==> config.mk <==
export PLATFORM = sky130hd
export DESIGN_NAME = sound_player
export DESIGN_NICKNAME = d
export VERILOG_FILES = /design/src/rtl/sound_player.sv
export SDC_FILE = /design/constraint.sdc
export NUM_CORES = 1
export LEC_CHECK = 0
export ABC_AREA = 0
export BUFFER_PORTS_ARGS = -buffer_cell sky130_fd_sc_hd__buf_2
export CAP_MARGIN = 20
export CELL_PAD_IN_SITES_DETAIL_PLACEMENT = 1
export CELL_PAD_IN_SITES_GLOBAL_PLACEMENT = 1
export CORE_MARGIN = 1.5
export CORE_UTILIZATION = 50
export DETAILED_ROUTE_END_ITERATION = 10
export GPL_TIMING_DRIVEN = 0
export PLACE_DENSITY_LB_ADDON = 0.1
export SYNTH_ARGS = -nofsm -noshare
export SYNTH_HDL_FRONTEND = slang
export SYNTH_SLANG_ARGS = --single-unit
==> constraint.sdc <==
create_clock -name clk -period 4.9 [get_ports clk]
set_input_delay 0.735 -clock clk [delete_from_list [all_inputs] [get_ports clk]]
set_output_delay 0.735 -clock clk [all_outputs]
set_load 0.05 [all_outputs]
==> src/rtl/sound_player.sv <==
//------------------------------------------------------------------------------
// sound_player: turns request-level rising edges into fixed-length square-wave
// bursts on one speaker pin. Optional macro: SOUND_RETRIGGER_EN.
// Revision: 1.0
//------------------------------------------------------------------------------
`default_nettype none

module sound_player #(
  parameter int TONE1_HALF      = 14204,
  parameter int TONE2_HALF      = 28409,
  parameter int DURATION_CYCLES = 2500000
) (
  input  logic       clk,
  input  logic       reset,
  input  logic       play_sound1,
  input  logic       play_sound2,
  output logic       speaker,
  output logic       busy,
  output logic [1:0] tone_id
);

  typedef enum logic [1:0] {
    IDLE  = 2'd0,
    PLAY1 = 2'd1,
    PLAY2 = 2'd2
  } state_t;

  localparam logic [21:0] DUR_LAST   = 22'(DURATION_CYCLES - 1);
  localparam logic [15:0] HALF1_LAST = 16'(TONE1_HALF - 1);
  localparam logic [15:0] HALF2_LAST = 16'(TONE2_HALF - 1);

  state_t      state_q, state_d;
  logic        prev1_q, prev2_q;
  logic [21:0] dur_q, dur_d;
  logic [15:0] half_q, half_d;
  logic        speaker_q, speaker_d;
  logic        busy_q, busy_d;
  logic [1:0]  tone_q, tone_d;

  logic        rise1, rise2, start, dur_last, half_last;

  assign rise1     = play_sound1 & ~prev1_q;
  assign rise2     = play_sound2 & ~prev2_q;
  assign dur_last  = (dur_q == DUR_LAST);
  assign half_last = (state_q == PLAY1) ? (half_q == HALF1_LAST)
                                        : (half_q == HALF2_LAST);

  always_comb begin
    state_d = state_q;
    start   = 1'b0;
    case (state_q)
      IDLE: begin
        if (rise2) begin
          state_d = PLAY2;
          start   = 1'b1;
        end else if (rise1) begin
          state_d = PLAY1;
          start   = 1'b1;
        end
      end
      PLAY1, PLAY2: begin
`ifdef SOUND_RETRIGGER_EN
        if (rise2) begin
          state_d = PLAY2;
          start   = 1'b1;
        end else if (rise1) begin
          state_d = PLAY1;
          start   = 1'b1;
        end else if (dur_last) begin
          state_d = IDLE;
        end
`else
        // Edges mid-burst are dropped; only the final cycle chains a new burst.
        if (dur_last) begin
          if (rise2) begin
            state_d = PLAY2;
            start   = 1'b1;
          end else if (rise1) begin
            state_d = PLAY1;
            start   = 1'b1;
          end else begin
            state_d = IDLE;
          end
        end
`endif
      end
      default: state_d = IDLE;
    endcase
  end

  always_comb begin
    dur_d     = dur_q;
    half_d    = half_q;
    speaker_d = speaker_q;
    if (start || state_d == IDLE) begin
      dur_d     = '0;
      half_d    = '0;
      speaker_d = 1'b0;
    end else begin
      dur_d = dur_q + 22'd1;
      if (half_last) begin
        half_d    = '0;
        speaker_d = ~speaker_q;
      end else begin
        half_d = half_q + 16'd1;
      end
    end
    busy_d = (state_d != IDLE);
    case (state_d)
      PLAY1:   tone_d = 2'd1;
      PLAY2:   tone_d = 2'd2;
      default: tone_d = 2'd0;
    endcase
  end

  always_ff @(posedge clk) begin
    prev1_q <= play_sound1;
    prev2_q <= play_sound2;
    if (reset) begin
      state_q   <= IDLE;
      dur_q     <= '0;
      half_q    <= '0;
      speaker_q <= 1'b0;
      busy_q    <= 1'b0;
      tone_q    <= 2'd0;
    end else begin
      state_q   <= state_d;
      dur_q     <= dur_d;
      half_q    <= half_d;
      speaker_q <= speaker_d;
      busy_q    <= busy_d;
      tone_q    <= tone_d;
    end
  end

  assign speaker = speaker_q;
  assign busy    = busy_q;
  assign tone_id = tone_q;

endmodule

`default_nettype wire

==> impl_results.md <==
* Htree depth at 2
* Initial antenna violation count at 0
* Layout cells sized above 1 at 0.136
* Worst-case clock buffer depth at 2
* Die width at 72.0 um
* GRT Total Usage at 0.238
* Final Cycle Share at 0.585
* Drt first pass iters at 4
* Port bufs at 7
* Final hold violation count at 0
* Pleak at 0.730 nW
* GPL Wtd Cong at 0.829
* TNS Setup at 0 ns
* Hold Path Class: flop to flop
* Routed wire length at 5.60 mm
* Register bit total from synthesis at 46
* Full die area at 0.00518 mm2
* Slew margin rel. at 0.530
* Crit path DAT at 3.03 ns
* Largest stage delay, worst path at 0.50 ns
* Die Height at 72.0 um
* Fill cells at 519
* CORE AREA at 0.00447 mm2
* Final antenna-violating net count at 0
* Post-CTS sizing at 0
* Peak supply drop at 0.000199 V
* Synth-to-Final Area Change at 9.15%
* Slew Viols, Final at 0
* First-pass GRT wire length at 9.58 mm
* Status: completed
* EDFF count, synth at 0
* Critical path launch point type: flop
* Met3 wire len at 128 um
* Via density at 6.15
* Synth warnings at 0
* Data required time at the worst endpoint at 5.07 ns
* CTS tree: yes
* Inst Count DP at 309
* Final setup viols at 0
* Met1 wire length at 2.86 mm
* Setup Skew at 0.00505 ns
* Final Util at 0.581
* Clock Tree Root: clkbuf_8
* Worst-Skew Late Latency at 0.30 ns
* Finished Layout Cells at 316
* Wire length on met2 at 2.55 mm
* Post-detail-place hpwl at 4.05 mm
* Clk sink count at 46
* Synth async-reset ratio at 0
* Final Cell Area at 0.00260 mm2
* PD cells at 293 mW/mm2
* Netlist Area Pre-Place at 0.00238 mm2
* Max cap viols at 0
* Fin nets at 273
* Slowest-stage cell, CP: a211oi_2
* Drt drc at 0
* Slew @ Worst Pin at 0.699 ns
* Post-CTS Setup Bufs at 0
* Vias post-DR at 1942
* Min Tclk post-route at 2.87 ns
* Setup crit end kind: flop
* GR Overflow Total at 0
* RSZ-0062 raised after global routing: no
* Vias in the first global route at 1968
* Initial DRC count at 94
* Placed inst area at 0.00248 mm2
* Avg WL per Cell at 17.7 um
* Syn_area_per_cell at 9.56 um2
* Post-synth cell types at 40
* Tot Pwr at 761 uW
* Reg clk slew, reported paths at 0.08 ns
* CTS buffer count at 5
* Mapped Nets at 258
* CP Cell Sequence: ha_1 > and4_1 > nand4_1 > o311a_1 > a211oi_2 > clkbuf_1 > a211oi_1
* Ys flop type: dfxtp_1
* Register area share after synthesis at 0.387
* FMAX at 349 MHz
* Rows at 24
* I/O pin total at 8
* Max Used Layer: met4
* Hold buffers post-CTS at 0
* Critical path class: flop to flop
* Worst-path fanout max at 10
* Mapped Cells at 249
* Starting density of the core at 0.532
* N_diodes at 0
* Largest net degree at the start of global routing at 14
## where the power goes
| group | switching [mW] | internal (mW) | total (mW) |
|---|---|---|---|
| sequential | 0.00461 | 0.380 | 0.385 |
| clock | 0.127 | 0.163 | 0.290 |
| combinational | 0.0634 | 0.0227 | 0.0861 |
## layer usage
layer | up-vias | track usage
met4 | 0 | 0.0755
li1 | 973 | -
met2 | 19 | 0.380
met3 | 8 | 0.0472
met1 | 942 | 0.327
met5 | - | 0
## registers in the layout, summed over array words and instances, names as in the netlist
name and flops:
prev2_q 1, tone_id 2, speaker 1, half_q 16, prev1_q 1, busy 1
state_q 2, dur_q 22
## cell families (layout without fill, tap and decap cells)
family                     after synthesis  in the layout  synth area share
buffers and inverters                   20             35            0.0415
xor gates and xnor gates                35             35             0.129
adders and majority gates                5              5            0.0263
DFF                                     46             46             0.387
and+or+nand+nor                         93             93             0.226
AOI/OAI and AO/OA                       50             50             0.191
## worst paths after layout
| kind | end | slack (ns) | startpoint | cells past startpoint |
|---|---|---|---|---|
| max reg2reg | dur_q[2] | 2.03 | dur_q[0] | 7 |
| min reg2reg | dur_q[0] | 0.48 | dur_q[0] | 1 |
| min | dur_q[0] | 0.48 | dur_q[0] | 1 |
| max | dur_q[2] | 2.03 | dur_q[0] | 7 |
## layout by cell type, fill, tap and decap left out, types with 2 or more instances in the layout
cell type / count
nor4bb_1: 2
a211oi_2: 2
a2111oi_1: 2
ha_1: 5
nand4_1: 13
nor3_1: 10
nand2_1: 16
a2111oi_0: 3
xor2_1: 13
clkbuf_1: 7
nor4b_1: 2
nor4_1: 7
a21oi_1: 2
nand3_1: 14
a211oi_1: 23
o311a_1: 2
clkbuf_8: 6
o21ai_0: 4
xnor2_1: 22
buf_2: 12
nor2b_1: 4
a2111oi_2: 9
buf_6: 2
dfxtp_1: 46
and3b_1: 2
nor2_1: 10
and4_1: 2
and3_1: 3
inv_1: 6
## synthesized netlist by cell type (all sizes together) (3+ instances only)
library cell,n,share of area
a2111oi,14,0.076
a211oi,25,0.083
and3,3,0.0079
buf,7,0.021
clkbuf,7,0.011
dfxtp,46,0.39
ha,5,0.026
inv,6,0.0095
nand2,16,0.025
nand3,14,0.029
nand4,13,0.034
nor2,10,0.016
nor2b,4,0.011
nor3,10,0.021
nor4,7,0.018
nor4b,3,0.014
o21ai,4,0.0084
xnor2,22,0.081
xor2,13,0.048
## stage by stage
| step | hold slack, ns | setup WS [ns] |
|---|---|---|
| 2_1_floorplan | 0.445 | 2.37 |
| 3_5_place_dp | 0.474 | 2.05 |
| 6_report | 0.484 | 2.03 |
| 3_3_place_gp | 0.462 | 1.59 |
| 4_1_cts | 0.486 | 2.04 |
| 5_1_grt | 0.513 | 1.83 |
## worst max-delay path: cells and delay by family, from the launching register on
kind | cells | cell delay (ns)
buffers and inverters | 1 | 0.45
and+or+nand+nor | 2 | 0.56
AOI/OAI and AO/OA | 3 | 1.07
DFF | 1 | 0.38
adders and majority gates | 1 | 0.25
## layout make-up
type	instances	area [um2]	area share
buffer	14	76.3	0.0294
clock buffer	6	82.6	0.0318
clock inverter	1	30.0	0.0116
inverter	6	22.5	0.00867
multi-input combinational	183	1360	0.524
sequential	46	921	0.355
tap	52	65.1	0.0250
timing repair buffer	8	40.0	0.0154
Power figures use the tool's default switching activity.
